===== src/rtl/if_id_latch.sv =====
// IF/ID pipeline register: captures fetched instruction and PC+4 on an icache
// hit, exposes pre-split MIPS fields, and applies stall, flush and HALT freezing.
module if_id_latch #(
  parameter int unsigned WORD_W      = 32,
  parameter int unsigned CNT_W       = 32,
  parameter logic [5:0]  HALT_OPCODE = 6'b111111
) (
  input  logic              CLK,
  input  logic              nRST,
  input  logic              ihit,
  input  logic [WORD_W-1:0] imemload,
  input  logic [WORD_W-1:0] npc_IF,
  input  logic              stall,
  input  logic              flush,
  output logic [WORD_W-1:0] instr_IF_ID,
  output logic [WORD_W-1:0] npc_IF_ID,
  output logic [5:0]        opcode_IF_ID,
  output logic [4:0]        rs_IF_ID,
  output logic [4:0]        rt_IF_ID,
  output logic [4:0]        rd_IF_ID,
  output logic [4:0]        shamt_IF_ID,
  output logic [5:0]        func_IF_ID,
  output logic [15:0]       imm16_IF_ID,
  output logic [25:0]       addr_IF_ID,
  output logic              valid_IF_ID,
  output logic              pc_en,
  output logic              halted,
  output logic [CNT_W-1:0]  fetch_count
);

  typedef enum logic {
    RUN    = 1'b0,
    HALTED = 1'b1
  } state_t;

  state_t state, state_next;
  logic   capture;

  assign capture = ihit & ~stall & ~flush & (state == RUN);

  // Flush must be able to steer the PC to the redirect target even when
  // stalled or halted. Gated by reset so every output reads zero while held.
  assign pc_en  = nRST & ((ihit & ~stall & (state == RUN)) | flush);
  assign halted = (state == HALTED);

  always_comb begin
    // NOTE: default first so every path assigns state_next and no latch is inferred.
    state_next = state;
    if (flush)
      state_next = RUN;
    else if (capture && (imemload[31:26] == HALT_OPCODE))
      state_next = HALTED;
  end

  always_ff @(posedge CLK or negedge nRST) begin
    if (!nRST) begin
      state <= RUN;
    end else begin
      // NOTE: non-blocking assignments for all clocked state so every register
      // samples pre-edge values regardless of statement order.
      state <= state_next;
    end
  end

  // Bubble is an all-zero word (sll r0,r0,0 = nop) with valid cleared.
  always_ff @(posedge CLK or negedge nRST) begin
    if (!nRST) begin
      instr_IF_ID <= '0;
      npc_IF_ID   <= '0;
      valid_IF_ID <= 1'b0;
      fetch_count <= '0;
    end else if (flush) begin
      instr_IF_ID <= '0;
      npc_IF_ID   <= '0;
      valid_IF_ID <= 1'b0;
    end else if (capture) begin
      instr_IF_ID <= imemload;
      npc_IF_ID   <= npc_IF;
      valid_IF_ID <= 1'b1;
      fetch_count <= fetch_count + CNT_W'(1);
    end
  end

  assign opcode_IF_ID = instr_IF_ID[31:26];
  assign rs_IF_ID     = instr_IF_ID[25:21];
  assign rt_IF_ID     = instr_IF_ID[20:16];
  assign rd_IF_ID     = instr_IF_ID[15:11];
  assign shamt_IF_ID  = instr_IF_ID[10:6];
  assign func_IF_ID   = instr_IF_ID[5:0];
  assign imm16_IF_ID  = instr_IF_ID[15:0];
  assign addr_IF_ID   = instr_IF_ID[25:0];

endmodule


===== config.mk =====
export PLATFORM = sky130hd
export DESIGN_NAME = if_id_latch
export DESIGN_NICKNAME = d
export VERILOG_FILES = /design/src/rtl/if_id_latch.sv
export SDC_FILE = /design/constraint.sdc
export NUM_CORES = 1
export LEC_CHECK = 0
export CAP_MARGIN = 5
export CORE_MARGIN = 5
export CORE_UTILIZATION = 43
export CTS_BUF_LIST = sky130_fd_sc_hd__clkbuf_4 sky130_fd_sc_hd__clkbuf_8
export CTS_CLUSTER_SIZE = 40
export DETAILED_ROUTE_END_ITERATION = 6
export PLACE_DENSITY_LB_ADDON = 0.12
export SYNTH_ARGS = -nofsm -noshare
export SYNTH_HDL_FRONTEND = slang
export SYNTH_SLANG_ARGS = --single-unit

===== constraint.sdc =====
create_clock -name CLK -period 4.7 [get_ports CLK]
set_input_delay 0.705 -clock CLK [delete_from_list [all_inputs] [get_ports CLK]]
set_output_delay 0.705 -clock CLK [all_outputs]
set_load 0.005 [all_outputs]

==> Word level (Yosys, flattened, before mapping) <==
Cells that the tools add are included.
{ "classes": {"eq_ne": 1, "n_addsub": 1, "n_reduce_logical": 4, "n_mux": 8, "n_bitwise": 9} }
{ "ops": {"columns": ["cell", "n"], "rows": [
  ["$mux W32", 4],
  ["$add A32 B1 Y32 const B", 1],
  ["$eq A6 B6 Y1 const B", 1],
  ["$and A1 B1 Y1", 5],
  ["$mux W1", 4],
  ["$reduce_bool A2 Y1", 2],
  ["$not A1 Y1", 3],
  ["$reduce_and A2 Y1", 1],
  ["$logic_and A1 B1 Y1", 1],
  ["$or A1 B1 Y1", 1]
]} }
{ "word_totals": {"output_inout_bits": 173, "regBits": 98} }

==> Logic depth before layout (Yosys ltp) <==
{ "depth": {"depth_word": 7, "ltp_mapped": 6, "mapped_depth_nobuf": 5} }

==> Worst setup path before layout <==
OpenSTA, ideal clock, no wires.
{ "synth_timing": {"kind": "input -> register", "start": "input port flush", "end": "register fetch_count[20]", "arrival_time_ns": 2.089, "cell_stages": 5, "setup_time_ns": 0.123, "required_ns": 4.577, "n_path_buf": 1, "slack_ns": 2.487, "cell_sequence": "or4b_1 -> buf_4 -> nor4_4 -> nand4_1 -> xnor2_1"} }
{ "synth_between": {"elab_chain_len": 4} }
{ "synth_rtl": {"columns": ["item", "line", "rtl"], "rows": [
  ["start: declaration", "14", "input logic flush,"],
  ["$not A1 Y1 (no line) *", null, null],
  ["$and A1 B1 Y1 (2 in a row)", "39", "assign capture = ihit & ~stall & ~flush & (state == RUN);"],
  ["$reduce_and A2 Y1 (no line) *", null, null],
  ["end signal: assignment", "80", "fetch_count <= fetch_count + CNT_W'(1);"],
  ["end: declaration", "28", "output logic [CNT_W-1:0] fetch_count"]
]} }
Mark *: on every way between the ends. The rest lies on a longest branch, timed or not.
A chain may end at the register's enable or synchronous reset.

==> Worst setup path in the final report <==
{ "layout_timing": {"start": "input port ihit", "end": "output port pc_en"} }
{ "layout_between": {"elab_chain_len": 4} }
{ "layout_rtl": {"columns": ["item", "line", "rtl"], "rows": [
  ["start: declaration", "10", "input logic ihit,"],
  ["$and A1 B1 Y1 (2 in a row)", "43", "assign pc_en = nRST & ((ihit & ~stall & (state == RUN)) | flush);"],
  ["$or A1 B1 Y1", "43", null],
  ["$and A1 B1 Y1", "43", null],
  ["end: declaration", "26", "output logic pc_en,"]
]} }
Every way passes these cells.

==> results.ini <==
[run_status]
outcome=complete, no violations

[critical_path]
crit_type=input port to output pin
worstPathRequired_ps=3990
crit_buf_inv=2
crit_path_top_delay_cell=clkdlybuf4s50_1
end_kind=output pin
critPathLaunchType=input port
critPathMaxStageDelay_ps=540
crit_chain=clkdlybuf4s50_1 > nor3b_1 > nor2_4 > nor2b_1 > clkdlybuf4s50_1
path_common_cell=clkdlybuf4s50_1
crit_family=buffers and inverters
path_max_fanout=3
cp.arrival_ps=2370

[floorplanning]
die_x_um=110.3
start_util_pct=44.27
ioPinCount=242
die_y_um=110.3
dieArea_um2=12170
core-area_um2=9774
rows=36

[layout]
final_cell_mix=clkdlybuf4s50_1 (240), dfrtp_1 (98), a22o_1 (64)
layout.area.seq_um2=2452
insertedDiodeCount=0
final_common_cell=clkdlybuf4s50_1
fin_util_pct=66.64
instances_no_fill=656
final_nets=589
layout-drive-gt1-share_pct=4.780
fillerInstances=781
multi_input_area_um2=1262
area_delta_synth_final_pct=50.55

[synth]
seq_area_frac_synth_pct=56.68
yosys_warnings=0
syn_inst=354
syn_area_um2=4327
avgSynthCellArea_um2=12.22
ys_ff_latch=98
ys_types=26
syn_nets=424

[place]
dp.cells=641
hpwl_mm=9.279
gp_routability_congestion=0.8068
port_buffers=241

[sta]
hold_viol_final=0
rsz0062_at_grt=false
worst_pin_slew_ps=1116
max-slew-margin-rel_pct=25.04
setup_tns_ps=0
fin_crit_sh_pct=65.34
min_period_ps=3071
setup_viol=0
fmax_ghz=0.3256
slew_violations=0
finalClockSkew_ps=10.06

[worst_hold_path]
hold_path_class=input port to async pin

[detailed_routing]
drc_errors=0
drtIter0Drc=102
viasPerCell=4.898
routed_wl_mm=12.01
drtPass1Iterations=4
vias=3213
wl_per_cell_um=18.30
drtAntennaViolNets=0

[clocking]
clock_path_buffers=2
cts-root-buf=clkbuf_8
postCtsSetupBuffers=0
cts_tree=yes
cts.repair.resized=0
clock_latency_ps=350
cts.htree.levels=3
cts_buffers=9
clock_sinks=98
cts_hold_buf=0
clkSlewWorstSetupHoldPaths_ps=90

[power_and_ir_drop]
power.total_mw=1.801
p_per_area_nw_per_um2=276.4
ir_worst_vdd_mv=0.1557
p_leak_nw=2.735

[grt]
grt_start_max_net_pins=65
grt_pass1_wl_mm=18.29
grt_usage_pct=19.89
antenna_found_initial=0
grt_pass1_vias=3332
grt-ovfl-total=0

[flow_run]
maxCapViolations=0

==> layout make-up <==
cell class / instances / area share (%)
clock buffers: 12 / 2.343
clock inverters: 3 / 0.6147
inverters: 2 / 0.1153
multi-input cells: 164 / 19.38
flip-flops and latches: 98 / 37.65
well taps: 133 / 2.555
repair buffers: 244 / 37.34
==> worst reg2reg max path, cell delays in order, from the launching register on <==
cell and delay, ps:
dfrtp_1 420, nor3b_1 490, nor2b_4 790, buf_4 470, a22o_1 210
==> cell usage after synthesis <==
cell type	count	area (um2)
a22o_1	64	560.5
and2_1	2	12.51
and3_1	4	25.02
and4_1	2	17.52
buf_1	4	15.01
buf_4	75	563.0
clkbuf_1	11	41.29
dfrtp_1	98	2452
ha_1	1	12.51
inv_1	2	7.510
nand2_1	13	48.80
nand2b_1	1	6.260
nand3_1	10	50.05
nand4_1	15	93.84
nor2_1	8	30.03
nor2b_1	2	12.51
nor3_1	2	10.01
nor3b_1	1	7.510
nor4_1	2	12.51
nor4_2	1	12.51
nor4_4	2	42.54
o21ai_0	1	5.000
or2_2	1	6.260
or4b_1	1	10.01
xnor2_1	28	245.2
xor2_1	3	26.28
==> power breakdown <==
part | internal [mW] | total [mW] | switching, mW
clock network | 0.268 | 0.531 | 0.263
registers | 0.888 | 0.939 | 0.0506
logic | 0.213 | 0.331 | 0.118
==> cell families after synthesis <==
group / synth area share (%)
xor+xnor: 6.276
compound gates: 13.07
fa+ha+maj: 0.2891
buf+inv: 14.49
simple gates: 9.196
flops: 56.68
==> registers in the layout, indices dropped and copies added (netlist names) <==
signal	cells
fetch_count	32
halted	1
instr_IF_ID	32
npc_IF_ID	32
valid_IF_ID	1
==> per-stage QoR <==
stage          setup WS, ps  cell area (um2)  hold slack [ps]
2_1_floorplan          2487             4327            409.4
3_3_place_gp           1575             6321            465.9
3_5_place_dp           1504             6321            470.4
4_1_cts                1629             6514            351.4
5_1_grt                1528             6514            360.4
6_report               1629             6514            335.0
==> metal layers <==
layer	track usage, %	share of wire [%]	vias to the layer above
met5	0	0	-
li1	-	-	1510
met4	5.101	1.2	0
met2	34.10	50	144
met3	7.047	10	14
met1	23.89	39	1545
==> worst paths after layout <==
check / slack (ps) / cells past startpoint / start / end
setup reg to reg: 2260 / 4 / halted$_DFFE_PN0P_ / instr_IF_ID[28]$_DFFE_PN0P_
hold / removal: 340 / 1 / nRST / npc_IF_ID[8]$_DFFE_PN0P_
hold reg to reg: 480 / 1 / fetch_count[31]$_DFFE_PN0P_ / fetch_count[31]$_DFFE_PN0P_
max in group asynchronous: 3250 / 2 / nRST / npc_IF_ID[19]$_DFFE_PN0P_
min in group CLK: 480 / 1 / fetch_count[31]$_DFFE_PN0P_ / fetch_count[31]$_DFFE_PN0P_
setup / recovery: 1630 / 5 / ihit / pc_en
Power figures use the tool's default switching activity.
